File: config.mk
export PLATFORM = sky130hd
export DESIGN_NAME = decode_issue_ctrl
export DESIGN_NICKNAME = d
export VERILOG_FILES = /design/src/rtl/decode_issue_ctrl.sv
export SDC_FILE = /design/constraint.sdc
export NUM_CORES = 1
export LEC_CHECK = 0
export ABC_CLOCK_PERIOD_IN_PS = 4200
export CAP_MARGIN = 20
export CELL_PAD_IN_SITES_DETAIL_PLACEMENT = 1
export CELL_PAD_IN_SITES_GLOBAL_PLACEMENT = 2
export CORE_ASPECT_RATIO = 0.9
export CORE_MARGIN = 8
export CORE_UTILIZATION = 45
export CTS_BUF_LIST = sky130_fd_sc_hd__clkbuf_8
export DETAILED_ROUTE_END_ITERATION = 16
export DONT_BUFFER_PORTS = 1
export PLACE_DENSITY_LB_ADDON = 0.1
export RECOVER_POWER = 50
export SLEW_MARGIN = 20
export SYNTH_ARGS = -nofsm -noshare
export SYNTH_HDL_FRONTEND = slang
export SYNTH_SLANG_ARGS = --single-unit
File: constraint.sdc
create_clock -name clk -period 4.2 [get_ports clk]
set_clock_uncertainty 0.15 [all_clocks]
set_input_delay 0.84 -clock clk [delete_from_list [all_inputs] [get_ports clk]]
set_output_delay 0.84 -clock clk [all_outputs]
set_load 0.005 [all_outputs]
File: src/rtl/decode_issue_ctrl.sv
// Decode-stage sequencer: one IF/ID slot, field/immediate decode, EX issue handshake,
// load-use bubble insertion and branch flush. Optional macro: ILLEGAL_DETECT_EN.
module decode_issue_ctrl #(
  parameter int PC_W       = 32,
  parameter int LU_BUBBLES = 1
) (
  input  logic            clk,
  input  logic            rst_n,
  input  logic            if_valid,
  input  logic [31:0]     if_instr,
  input  logic [PC_W-1:0] if_pc,
  output logic            if_ready,
  input  logic            ex_ready,
  input  logic            ex_flush,
  output logic            id_valid,
  output logic [31:0]     id_instr,
  output logic [PC_W-1:0] id_pc,
  output logic [31:0]     id_imm,
  output logic [4:0]      id_rs1,
  output logic [4:0]      id_rs2,
  output logic [4:0]      id_rd,
  output logic            id_illegal
);

  // state | meaning
  // RUN   | slot may issue; load-use hazard checked against tracked load rd
  // STALL | bubbles owed to EX; bub_cnt counts remaining EX-accepted bubbles

  localparam logic [6:0] OP_IMM    = 7'b0010011;
  localparam logic [6:0] OP_LOAD   = 7'b0000011;
  localparam logic [6:0] OP_JALR   = 7'b1100111;
  localparam logic [6:0] OP_STORE  = 7'b0100011;
  localparam logic [6:0] OP_BRANCH = 7'b1100011;
  localparam logic [6:0] OP_LUI    = 7'b0110111;
  localparam logic [6:0] OP_AUIPC  = 7'b0010111;
  localparam logic [6:0] OP_JAL    = 7'b1101111;
  localparam logic [6:0] OP_REG    = 7'b0110011;

  typedef enum logic {RUN, STALL} state_t;

  state_t      state;
  logic [1:0]  bub_cnt;
  logic        lu_track;
  logic [4:0]  lu_rd;
  logic        slot_valid;
  logic [31:0] imm_next;
  logic        uses_rs1;
  logic        uses_rs2;
  logic        hazard;
  logic        capture;
  logic        transfer;

  always_comb begin
    imm_next = 32'd0;
    case (if_instr[6:0])
      OP_IMM, OP_LOAD, OP_JALR: imm_next = {{20{if_instr[31]}}, if_instr[31:20]};
      OP_STORE:  imm_next = {{20{if_instr[31]}}, if_instr[31:25], if_instr[11:7]};
      OP_BRANCH: imm_next = {{19{if_instr[31]}}, if_instr[31], if_instr[7],
                             if_instr[30:25], if_instr[11:8], 1'b0};
      OP_LUI, OP_AUIPC: imm_next = {if_instr[31:12], 12'd0};
      OP_JAL:    imm_next = {{11{if_instr[31]}}, if_instr[31], if_instr[19:12],
                             if_instr[20], if_instr[30:21], 1'b0};
      default:   imm_next = 32'd0;
    endcase
  end

  assign id_rs1 = id_instr[19:15];
  assign id_rs2 = id_instr[24:20];
  assign id_rd  = id_instr[11:7];

  always_comb begin
    uses_rs1 = 1'b0;
    uses_rs2 = 1'b0;
    case (id_instr[6:0])
      OP_IMM, OP_LOAD, OP_JALR: uses_rs1 = 1'b1;
      OP_STORE, OP_BRANCH, OP_REG: begin
        uses_rs1 = 1'b1;
        uses_rs2 = 1'b1;
      end
      default: begin
        uses_rs1 = 1'b0;
        uses_rs2 = 1'b0;
      end
    endcase
  end

  assign hazard = slot_valid && (state == RUN) && lu_track && (lu_rd != 5'd0) &&
                  ((uses_rs1 && (id_rs1 == lu_rd)) || (uses_rs2 && (id_rs2 == lu_rd)));
  assign id_valid = slot_valid && (state == RUN) && !hazard;
  assign if_ready = !ex_flush && (!slot_valid || (id_valid && ex_ready));
  assign capture  = if_valid && if_ready;
  assign transfer = id_valid && ex_ready && !ex_flush;

  always_ff @(posedge clk or negedge rst_n) begin
    if (!rst_n) begin
      slot_valid <= 1'b0;
      id_instr   <= 32'd0;
      id_pc      <= '0;
      id_imm     <= 32'd0;
    end else if (ex_flush) begin
      slot_valid <= 1'b0;
    end else if (capture) begin
      slot_valid <= 1'b1;
      id_instr   <= if_instr;
      id_pc      <= if_pc;
      id_imm     <= imm_next;
    end else if (transfer) begin
      slot_valid <= 1'b0;
    end
  end

  // The hazard cycle itself is the first bubble when EX accepts it, so STALL
  // only covers the remaining LU_BUBBLES-1 accepted bubbles.
  always_ff @(posedge clk or negedge rst_n) begin
    if (!rst_n) begin
      state    <= RUN;
      bub_cnt  <= 2'd0;
      lu_track <= 1'b0;
      lu_rd    <= 5'd0;
    end else if (ex_flush) begin
      state    <= RUN;
      bub_cnt  <= 2'd0;
      lu_track <= 1'b0;
    end else begin
      if (transfer && (id_instr[6:0] == OP_LOAD)) begin
        lu_track <= 1'b1;
        lu_rd    <= id_rd;
      end else if (ex_ready) begin
        lu_track <= 1'b0;
      end
      case (state)
        RUN: begin
          if (hazard && ex_ready && (LU_BUBBLES > 1)) begin
            state   <= STALL;
            bub_cnt <= 2'(LU_BUBBLES - 1);
          end
        end
        STALL: begin
          if (ex_ready) begin
            if (bub_cnt <= 2'd1) begin
              state    <= RUN;
              bub_cnt  <= 2'd0;
              lu_track <= 1'b0;
            end else begin
              bub_cnt <= bub_cnt - 2'd1;
            end
          end
        end
        default: begin
          state   <= RUN;
          bub_cnt <= 2'd0;
        end
      endcase
    end
  end

`ifdef ILLEGAL_DETECT_EN
  logic op_known;

  always_comb begin
    op_known = 1'b0;
    case (id_instr[6:0])
      OP_IMM, OP_LOAD, OP_JALR, OP_STORE, OP_BRANCH,
      OP_LUI, OP_AUIPC, OP_JAL, OP_REG: op_known = 1'b1;
      default: op_known = 1'b0;
    endcase
  end

  assign id_illegal = slot_valid && !op_known;
`else
  assign id_illegal = 1'b0;
`endif

endmodule
## Word level (Yosys, flattened, before mapping)

Cells that the tools add are included.

- Latch bits: 0
- Logic and storage cells: 76
- Memories: 0
- Bits in read-only memories: 0
- Bits of input ports: 69
- Flip-flop bits (word level): 106
- Memory bits (writable): 0
- Output and inout port bits: 114

- Shifts and indexed selects: 0
- Add/sub/neg operators: 1
- Multiplexer cells: 20
- Bitwise logic cells: 2
- Divide/modulo/power cells: 0
- Equal/unequal tests: 16
- $mul: 0
- Order comparisons: 1
- Reduce and logical (&&, ||, !) cells: 28

Operators by type and width:

| cell | number |
|---|---|
| 32-bit case mux with 5 select lines | 1 |
| 7-bit == test (second input constant) | 5 |
| 7-bit by 6-bit == test with 1-bit output (second input constant) | 4 |
| 7-bit by 5-bit == test with 1-bit output (second input constant) | 3 |
| 1-bit 2-to-1 mux | 15 |
| 7-bit by 2-bit == test with 1-bit output (second input constant) | 2 |
| 1-bit logical AND | 12 |
| 5-bit == test | 2 |
| 2-bit 2-to-1 mux | 4 |
| 2-bit AND reduction | 3 |
| 3-bit OR reduction | 2 |
| 6-bit OR reduction | 1 |
| 5-bit nonzero test | 1 |
| 2-bit nonzero test | 2 |
| 1-bit zero test | 3 |
| 3-bit nonzero test | 1 |
| 2-bit by 1-bit <= comparator with 1-bit output (second input constant) | 1 |
| 1-bit logical OR | 2 |
| 1-bit inverter | 2 |
| 2-bit OR reduction | 1 |
| 2-bit by 1-bit subtractor with 2-bit output (second input constant) | 1 |

## Logic depth before layout (Yosys ltp)

Gate-level depths: netlist of run 1.

- Depth after elaboration: 16
- Mapped depth: 8
- Depth with buffers taken out: 6

## Least setup slack after synthesis of run 1

Ideal clock, no wire load.

- Kind: reg-to-output
- From: reg lu_rd[0]
- To: out if_ready
- Buffers on the path: 0
- Arrival time: 1,464 ps
- Path slack: 1,746 ps
- Cell stages (with the launch flop): 5
- Data required time: 3,210 ps
- Cells stage by stage: dfrtp_1 > or4_1 > o21a_1 > a31oi_4 > nor2b_1

- Cells in the longest elaborated chain, start to end: 9
- Elaborated cells on any way between the ends: 13
- Classes of those cells: 2 x eq/ne; 11 x reduce/logical

RTL lines:

| element | line | RTL |
|---|---|---|
| from (decl) | 44 | `logic [4:0] lu_rd;` |
| from (signal assigned) | 127 | `lu_rd <= id_rd;` |
| 5-bit == test | 88 | `((uses_rs1 && (id_rs1 == lu_rd)) \|\| (uses_rs2 && (id_rs2 == lu_rd)));` |
| 1-bit logical AND | 88 |  |
| 1-bit logical OR | 88 |  |
| 1-bit logical AND (*) | 87 | `assign hazard = slot_valid && (state == RUN) && lu_track && (lu_rd != 5'd0) &&` |
| 1-bit zero test (*) | 89 | `assign id_valid = slot_valid && (state == RUN) && !hazard;` |
| 1-bit logical AND (*) | 89 |  |
| 1-bit logical AND (*) | 90 | `assign if_ready = !ex_flush && (!slot_valid \|\| (id_valid && ex_ready));` |
| 1-bit logical OR (*) | 90 |  |
| 1-bit logical AND (*) | 90 |  |
| to (decl) | 12 | `output logic if_ready,` |

Every way passes the cells marked *; elsewhere a longest branch is shown, timed or not.

## Worst setup path after layout of run 1

- From: reg id_instr[3]
- To: out if_ready

- Cells in the longest elaborated chain, start to end: 11
- Elaborated cells on any way between the ends: 19
- Classes of those cells: 6 x eq/ne; 2 x mux; 11 x reduce/logical

RTL lines:

| element | line | RTL |
|---|---|---|
| from (decl) | 16 | `output logic [31:0] id_instr,` |
| from (signal assigned) | 104 | `id_instr <= if_instr;` |
| 7-bit by 2-bit == test with 1-bit output (tied with other cells) | 74 | `case (id_instr[6:0])` |
| 6-bit OR reduction (no source line) / 3-bit OR reduction (equally long branches) | - |  |
| 1-bit 2-to-1 mux | 74 |  |
| 1-bit logical AND | 88 |  |
| 1-bit logical OR (*) | 88 |  |
| 1-bit logical AND (*) | 87 |  |
| 1-bit zero test (*) | 89 |  |
| 1-bit logical AND (*) | 89 |  |
| 1-bit logical AND (*) | 90 |  |
| 1-bit logical OR (*) | 90 |  |
| 1-bit logical AND (*) | 90 |  |

Marks and branches as above.

==> flow_results.xml, run 1 <==
<?xml version="1.0" encoding="UTF-8"?>
<metrics>
  <group name="timing">
    <metric name="timing.fmax" unit="MHz">327</metric>
    <metric name="drv_slew" unit="">107</metric>
    <metric name="maxSlewHeadroom" unit="%">-74.6</metric>
    <metric name="final.period_utilization" unit="%">72.8</metric>
    <metric name="slew_at_the_pin_closest_to_its_max_slew_limit" unit="ps">2620</metric>
    <metric name="worst_hold_slack" unit="ps">371</metric>
    <metric name="timing.final.crit_period" unit="ps">3060</metric>
    <metric name="final_hold_viol_count" unit="">0</metric>
    <metric name="rsz0062_at_grt" unit="">no</metric>
    <metric name="finalSetupTns" unit="ps">0</metric>
    <metric name="final_number_of_setup_violating_endpoints" unit="">0</metric>
  </group>
  <group name="global_routing">
    <metric name="grt_start_max_net_pins" unit="">107</metric>
    <metric name="grt_first_pass_wirelength" unit="um">18100</metric>
    <metric name="grt_antenna_before_repair" unit="">1</metric>
    <metric name="gr-total-overflow" unit="">0</metric>
    <metric name="grtUsageTotal" unit="%">17.0</metric>
    <metric name="number_of_global_route_vias_before_repair" unit="">2997</metric>
  </group>
  <group name="detailed_routing">
    <metric name="firstDrtPassIters" unit="">4</metric>
    <metric name="wirelength" unit="um">11600</metric>
    <metric name="avgRoutedWirePerCell" unit="um">24.0</metric>
    <metric name="first_iter_violations" unit="">87</metric>
    <metric name="routed-via-count" unit="">2682</metric>
    <metric name="vias_per_cell" unit="">5.53</metric>
    <metric name="final_antenna_net_count" unit="">0</metric>
    <metric name="post-route-drc-count" unit="">0</metric>
  </group>
  <group name="layout">
    <metric name="n_fill_cell" unit="">1053</metric>
    <metric name="fin_nets" unit="">421</metric>
    <metric name="layout_common_cells" unit="">106 x dfrtp_1, 61 x mux2_2, 31 x inv_1, 26 x mux2i_1, 25 x a21oi_1</metric>
    <metric name="postLayoutCoreUtil" unit="%">48.3</metric>
    <metric name="layout_commonest_cell" unit="">dfrtp_1</metric>
    <metric name="stdcell_area" unit="um2">4950</metric>
    <metric name="drive_gt1_share" unit="%">27.2</metric>
    <metric name="area_growth_syn_to_layout" unit="%">4.71</metric>
    <metric name="antenna-diode-count" unit="">0</metric>
  </group>
  <group name="worst_setup_path">
    <metric name="worst_setup_path_start_kind" unit="">flop</metric>
    <metric name="timing.rr.end" unit="">id_instr[17]$_DFFE_PN0P_</metric>
    <metric name="worst-setup-path-type" unit="">reg -&gt; out</metric>
    <metric name="critPathArrivalTime" unit="ps">2070</metric>
    <metric name="cp_num_cells" unit="">5</metric>
    <metric name="crit_buf_inv" unit="">0</metric>
    <metric name="timing.reg2reg.setup_slack" unit="ps">1190</metric>
    <metric name="crit_path_top_delay_cell" unit="">nor4bb_1</metric>
    <metric name="required" unit="ps">3210</metric>
    <metric name="setup.worst_path.end_class" unit="">output port</metric>
    <metric name="reg2regPathDepth" unit="">7</metric>
    <metric name="crit_chain" unit="">nor4bb_1, nand4_1, o22ai_1, a31oi_4, nor2b_1</metric>
    <metric name="cp_slowest_stage_delay" unit="ps">460</metric>
    <metric name="worst_path_dominant_cell_family" unit="">simple AND/OR/NAND/NOR gates</metric>
    <metric name="critical_path.max_fanout" unit="">4</metric>
    <metric name="reg2reg_from" unit="">id_instr[3]$_DFFE_PN0P_</metric>
  </group>
  <group name="job">
    <metric name="cap_viol_max_count" unit="">1</metric>
  </group>
  <group name="synth">
    <metric name="synthArstFlopShare" unit="%">100</metric>
    <metric name="dominantRegCellSynth" unit="">dfrtp_1</metric>
    <metric name="syn-cell-area" unit="um2">4730</metric>
    <metric name="synth_top_area_share" unit="%">56.1</metric>
    <metric name="synthesis.instances" unit="">366</metric>
    <metric name="yosysTopAreaCell" unit="">dfrtp_1</metric>
    <metric name="synth.area.top_cells" unit="">dfrtp_1 56%, mux2_2 15%, mux2i_1 5.5%</metric>
    <metric name="synth-edff-count" unit="">0</metric>
    <metric name="post_synth_num_cell_types" unit="">36</metric>
    <metric name="synth_seq_area_share" unit="%">56.1</metric>
    <metric name="synth_seq_cells" unit="">106</metric>
    <metric name="syn_area_per_cell" unit="um2">12.9</metric>
    <metric name="yosys_warnings" unit="">0</metric>
    <metric name="total_nets_after_synthesis" unit="">435</metric>
  </group>
  <group name="floorplan">
    <metric name="row_count" unit="">35</metric>
    <metric name="placeableCoreArea" unit="um2">10200</metric>
    <metric name="floorplan.initialDensity" unit="%">46.1</metric>
    <metric name="dieHeight" unit="um">113</metric>
    <metric name="ioPinCount" unit="">183</metric>
    <metric name="die-width" unit="um">124</metric>
    <metric name="die_footprint" unit="um2">14000</metric>
  </group>
  <group name="min_path">
    <metric name="hold_path_class" unit="">in -&gt; reg</metric>
    <metric name="startpoint_of_the_worst_hold_path" unit="">ex_flush</metric>
    <metric name="hold-path-endpoint" unit="">state$_DFF_PN0_</metric>
    <metric name="hold_path_depth" unit="">1</metric>
  </group>
  <group name="placement">
    <metric name="globalplace.congestion" unit="">0.680</metric>
    <metric name="place.detailed.hpwl" unit="um">8600</metric>
    <metric name="port_buffer_count" unit="">0</metric>
    <metric name="dpl-instance-area" unit="um2">4730</metric>
  </group>
  <group name="power_and_ir_drop">
    <metric name="leakagePower" unit="nW">2.27</metric>
    <metric name="power_density" unit="nW/um2">444</metric>
    <metric name="comb_power_share" unit="%">10.4</metric>
    <metric name="power.ir.vdd_worst" unit="mV">0.252</metric>
    <metric name="net-switching-power" unit="mW">0.558</metric>
    <metric name="cell_internal_power" unit="mW">1.64</metric>
    <metric name="power.switching_fraction" unit="%">25.4</metric>
    <metric name="pwr-share-seq" unit="%">58.2</metric>
    <metric name="clockPowerShare" unit="%">31.4</metric>
  </group>
  <group name="clocking">
    <metric name="cts_tree" unit="">done</metric>
    <metric name="cts-resized-gates" unit="">0</metric>
    <metric name="postCtsSetupRepairBufs" unit="">0</metric>
    <metric name="cts_root_buffer" unit="">clkbuf_8</metric>
    <metric name="htree_levels" unit="">3</metric>
    <metric name="cts-buffers-inserted" unit="">9</metric>
    <metric name="clock_pin_slew_on_the_worst_setup_and_hold_paths" unit="ps">90</metric>
    <metric name="cts_sinks" unit="">106</metric>
    <metric name="ctsLongestPathBuffers" unit="">2</metric>
    <metric name="clk_latency" unit="ps">370</metric>
  </group>
  <group name="status">
    <metric name="status" unit="">finished, violations left</metric>
    <metric name="violations" unit="">max-capacitance violations, max-slew violations</metric>
  </group>
</metrics>
## layout make-up
type	instances	area [um2]	share of cell area (%)
flip-flops and latches	106	2650	53.6
multi-input cells	200	1770	35.7
inverters	29	109	2.20
clock buffers	11	151	3.06
repair buffers	6	42.5	0.859
clock inverters	4	67.6	1.36
well taps	129	161	3.26
## cell families after synthesis
| logic type | share of synthesized area (%) |
|---|---|
| mux | 24.5 |
| xor+xnor | 1.85 |
| other cells | 0.0793 |
| simple gates | 5.03 |
| compound gates | 5.74 |
| buf+inv | 6.72 |
| flops | 56.1 |
## cells in the mapped netlist, types with 2 or more instances
master      n
dfrtp_1   106
mux2_2     61
inv_1      29
mux2i_1    26
a21oi_1    25
buf_4      16
nand2_1    15
mux2_4     14
xnor2_1    10
buf_2       8
nor2_1      8
a22o_1      4
clkbuf_1    4
nor2b_1     4
o21ai_0     4
and3b_1     3
buf_6       3
nand3_1     3
nand4_1     3
a211oi_1    2
nor3_1      2
o21a_1      2
## state kept, by name, indices dropped and copies added (netlist names)
signal      cells
id_imm         32
id_instr       32
id_pc          32
lu_rd           5
bub_cnt         2
lu_track        1
slot_valid      1
state           1
## worst max path at each step
stage	from	end	slack, ps
after floorplan	lu_rd[0]$_DFFE_PN0P_	if_ready	1750
after global placement	id_instr[3]$_DFFE_PN0P_	id_instr[17]$_DFFE_PN0P_	1240
after detailed placement	id_instr[3]$_DFFE_PN0P_	id_instr[17]$_DFFE_PN0P_	1170
after CTS	id_instr[3]$_DFFE_PN0P_	if_ready	1090
after global routing	rst_n	id_instr[23]$_DFFE_PN0P_	730
final	id_instr[3]$_DFFE_PN0P_	if_ready	1140
## through the flow
step,setup slack [ps],power [mW],instances
after floorplan,1750,1.47,366
after global placement,1240,1.51,469
after detailed placement,1170,1.52,469
after CTS,1090,2.24,485
after global routing,730,2.31,485
final,1140,2.20,485
## power by group through the flow
stage	sequential (mW)	combinational, mW	clock [mW]
after global placement	1.30	0.204	0
after floorplan	1.24	0.229	0
after detailed placement	1.30	0.213	0
after global routing	1.30	0.254	0.754
final	1.28	0.229	0.690
after CTS	1.28	0.237	0.721
## routing by layer
metal  up-vias  share of wire, %  track usage (%)  wire (um)
li1       1204                 -                -          -
met1      1378                37             18.8       4350
met2        84                51             28.4       5940
met3        14                10             7.96       1180
met4         2               1.2             4.99        139
met5         -              0.11                0         13
## worst register-to-register path, cell delays in order (launching register included)
cell      delay, ps
dfrtp_1         430
nor4bb_1        460
nand4_1         150
o22ai_1         330
a31oi_4         150
nand3b_4        360
buf_4           470
mux2_2          400
## timing repair
item	CTS	global route
endpoints found under the setup margin	0	0
endpoints found under the hold margin	106	0
hold buffers	1	0
(Power assumes the default switching activity.)
==> run 2: changes to the inputs <==
ABC_AREA = 1   (was default)
ABC_CLOCK_PERIOD_IN_PS = 3200   (was 4200)
CORE_UTILIZATION = 36   (was 45)
clock period = 3.2 ns   (was 4.2 ns; I/O delays follow)
==> flow_results.xml, run 2 <==
<?xml version="1.0" encoding="UTF-8"?>
<metrics>
  <group name="status">
    <metric name="status" unit="">finished, violations left</metric>
    <metric name="violations" unit="">negative hold slack</metric>
  </group>
  <group name="timing">
    <metric name="final.period_utilization" unit="%">80.8</metric>
    <metric name="setup_slack" unit="ps">614</metric>
    <metric name="maxSlewHeadroom" unit="%">44.3</metric>
    <metric name="final_hold_viol_count" unit="">106</metric>
    <metric name="slew_at_the_pin_closest_to_its_max_slew_limit" unit="ps">831</metric>
    <metric name="drv_slew" unit="">0</metric>
    <metric name="finalSetupTns" unit="ps">0</metric>
    <metric name="rsz0062_at_grt" unit="">no</metric>
    <metric name="worst_hold_slack" unit="ps">-198</metric>
    <metric name="timing.final.crit_period" unit="ps">2590</metric>
    <metric name="timing.fmax" unit="MHz">387</metric>
    <metric name="final_number_of_setup_violating_endpoints" unit="">0</metric>
  </group>
  <group name="global_routing">
    <metric name="grt_first_pass_wirelength" unit="um">26300</metric>
    <metric name="gr-total-overflow" unit="">0</metric>
    <metric name="number_of_global_route_vias_before_repair" unit="">4494</metric>
    <metric name="grt_start_max_net_pins" unit="">107</metric>
    <metric name="grt_antenna_before_repair" unit="">0</metric>
    <metric name="grtUsageTotal" unit="%">18.2</metric>
  </group>
  <group name="synth">
    <metric name="synth_seq_area_share" unit="%">50.5</metric>
    <metric name="dominantRegCellSynth" unit="">dfrtp_1</metric>
    <metric name="synth_top_area_share" unit="%">50.5</metric>
    <metric name="synth-edff-count" unit="">0</metric>
    <metric name="synthArstFlopShare" unit="%">100</metric>
    <metric name="post_synth_num_cell_types" unit="">30</metric>
    <metric name="synth.area.top_cells" unit="">dfrtp_1 51%, nand2_1 18%, nand4_1 12%</metric>
    <metric name="yosysTopAreaCell" unit="">dfrtp_1</metric>
    <metric name="syn_area_per_cell" unit="um2">8.01</metric>
    <metric name="total_nets_after_synthesis" unit="">725</metric>
    <metric name="synth_seq_cells" unit="">106</metric>
    <metric name="syn-cell-area" unit="um2">5250</metric>
    <metric name="synthesis.instances" unit="">656</metric>
    <metric name="synthMostInstantiatedCell" unit="">nand2_1</metric>
    <metric name="synth_top_cells_by_count" unit="">248 x nand2_1, 106 x dfrtp_1, 100 x nand4_1</metric>
    <metric name="yosys_warnings" unit="">0</metric>
  </group>
  <group name="placement">
    <metric name="place.detailed.hpwl" unit="um">11800</metric>
    <metric name="port_buffer_count" unit="">0</metric>
    <metric name="dp_cells" unit="">800</metric>
    <metric name="globalplace.congestion" unit="">0.790</metric>
    <metric name="pre_cts_slack" unit="ps">626</metric>
  </group>
  <group name="power_and_ir_drop">
    <metric name="power_density" unit="nW/um2">529</metric>
    <metric name="net-switching-power" unit="mW">0.872</metric>
    <metric name="comb_power_share" unit="%">11.3</metric>
    <metric name="pwr-share-seq" unit="%">58.0</metric>
    <metric name="cell_internal_power" unit="mW">2.01</metric>
    <metric name="power.switching_fraction" unit="%">30.2</metric>
    <metric name="clockPowerShare" unit="%">30.7</metric>
    <metric name="leakagePower" unit="nW">2.85</metric>
    <metric name="post-layout-total-power" unit="mW">2.89</metric>
    <metric name="power.ir.vdd_worst" unit="mV">0.195</metric>
  </group>
  <group name="clocking">
    <metric name="clk_latency" unit="ps">380</metric>
    <metric name="cts_root_buffer" unit="">clkbuf_8</metric>
    <metric name="cts_tree" unit="">done</metric>
    <metric name="cts_sinks" unit="">106</metric>
    <metric name="ctsLongestPathBuffers" unit="">2</metric>
    <metric name="clock_pin_slew_on_the_worst_setup_and_hold_paths" unit="ps">110</metric>
    <metric name="htree_levels" unit="">3</metric>
    <metric name="cts-buffers-inserted" unit="">9</metric>
  </group>
  <group name="floorplan">
    <metric name="die_footprint" unit="um2">18700</metric>
    <metric name="floorplan.initialDensity" unit="%">36.2</metric>
    <metric name="die-width" unit="um">143</metric>
    <metric name="ioPinCount" unit="">183</metric>
    <metric name="dieHeight" unit="um">131</metric>
    <metric name="row_count" unit="">42</metric>
    <metric name="placeableCoreArea" unit="um2">14500</metric>
  </group>
  <group name="detailed_routing">
    <metric name="final_antenna_net_count" unit="">0</metric>
    <metric name="post-route-drc-count" unit="">0</metric>
    <metric name="firstDrtPassIters" unit="">4</metric>
    <metric name="vias_per_cell" unit="">5.28</metric>
    <metric name="first_iter_violations" unit="">229</metric>
    <metric name="routed-via-count" unit="">4306</metric>
    <metric name="wirelength" unit="um">16700</metric>
    <metric name="avgRoutedWirePerCell" unit="um">20.5</metric>
  </group>
  <group name="layout">
    <metric name="antenna-diode-count" unit="">0</metric>
    <metric name="n_fill_cell" unit="">1771</metric>
    <metric name="reg_top3" unit="">id_imm (32), id_instr (32), id_pc (32)</metric>
    <metric name="fin_nets" unit="">682</metric>
    <metric name="drive_gt1_share" unit="%">6.15</metric>
    <metric name="finish.cell_count_without_fillers" unit="">816</metric>
    <metric name="area_growth_syn_to_layout" unit="%">3.95</metric>
    <metric name="layout_commonest_cell" unit="">nand2_1</metric>
    <metric name="layout_common_cells" unit="">248 x nand2_1, 106 x dfrtp_1, 100 x nand4_1, 45 x inv_1, 29 x o21ai_0</metric>
  </group>
  <group name="min_path">
    <metric name="hold_path_class" unit="">in -&gt; async</metric>
  </group>
  <group name="worst_setup_path">
    <metric name="required" unit="ps">2410</metric>
    <metric name="critical_path.max_fanout" unit="">5</metric>
    <metric name="critPathArrivalTime" unit="ps">1800</metric>
    <metric name="setup.worst_path.end_class" unit="">output port</metric>
    <metric name="worst-setup-path-type" unit="">reg -&gt; out</metric>
    <metric name="worst_setup_path_start_kind" unit="">flop</metric>
  </group>
  <group name="job">
    <metric name="cap_viol_max_count" unit="">0</metric>
  </group>
</metrics>
==> run 2: changes by cell type in the layout (fill, tap and decap cells not counted), sizes merged, moves of 18 or more <==
cell and delta:
mux2 -75, nand3 +19, o21ai +26, mux2i -26
nand4 +97, inv +18, nand2 +234, a21oi -21
==> run 2: what timing repair did <==
action,4_1_cts,5_1_grt
hold endpoints to repair,106,106
setup endpoints to repair,0,0
buffers inserted,0,0
gates resized for setup,0,0
==> run 2: power by group through the flow <==
stage | clock [mW] | combinational [mW] | sequential (mW)
6_report | 0.887 | 0.327 | 1.67
5_1_grt | 0.969 | 0.389 | 1.70
4_1_cts | 0.927 | 0.334 | 1.68
3_5_place_dp | 0 | 0.334 | 1.71
3_3_place_gp | 0 | 0.314 | 1.71
2_1_floorplan | 0 | 0.333 | 1.63
==> run 2: per-layer routing <==
metal  share of wire [%]  track usage (%)  vias to the layer above
met2                  48             29.3                      125
met4                0.98             3.52                        0
met3                  10             9.01                       13
met1                  41             21.7                     2094
met5                   0                0                        -
li1                    -                -                     2074
==> run 2: cell type report <==
type / instances / area, um2 / share of cell area (%)
timing repair buffer: 7 / 77.6 / 1.42
multi-input combinational: 440 / 2090 / 38.2
sequential: 106 / 2650 / 48.6
clock buffer: 11 / 151 / 2.77
inverter: 49 / 185 / 3.39
tap: 198 / 248 / 4.54
clock inverter: 5 / 60.1 / 1.10
==> run 2: path summary, 6_finish.rpt <==
path,start,endpoint,slack (ps),cells after the start
worst max-delay path,id_instr[5]$_DFFE_PN0P_,if_ready,610,9
worst min-delay path,rst_n,id_instr[17]$_DFFE_PN0P_,-200,0
worst max register to register,id_instr[5]$_DFFE_PN0P_,id_pc[17]$_DFFE_PN0P_,650,13
worst min register to register,id_instr[13]$_DFFE_PN0P_,id_instr[13]$_DFFE_PN0P_,360,2
max in group asynchronous,rst_n,id_imm[6]$_DFFE_PN0P_,2900,0
min in group clk,ex_flush,slot_valid$_DFFE_PN0P_,150,1
==> run 2: cell families (layout without fill, tap and decap cells) <==
kind of cell | count (synthesis) | count (layout) | share of synthesized area, %
AOI/OAI and AO/OA | 45 | 45 | 4.98
xor gates and xnor gates | 3 | 3 | 0.500
buffers and inverters | 110 | 72 | 10.0
DFF | 106 | 106 | 50.5
other | 1 | 1 | 0.0714
and+or+nand+nor | 391 | 391 | 33.9
==> run 2: critical path: stages (launching register included) <==
cell and delay (ps):
dfrtp_1 450, nor2_1 180, nor2_1 70, nand2_1 70, nand3_1 80, nand2_1 70, nand2_1 60, nand2_1 80
nand3_2 100, a21oi_1 250
==> run 2: per-stage QoR <==
stage,utilization [%],instance area [um2]
after CTS,37.6,5460
final,37.6,5460
after detailed placement,36.2,5250
after global routing,37.6,5460
after global placement,36.2,5250
after floorplan,-,5250
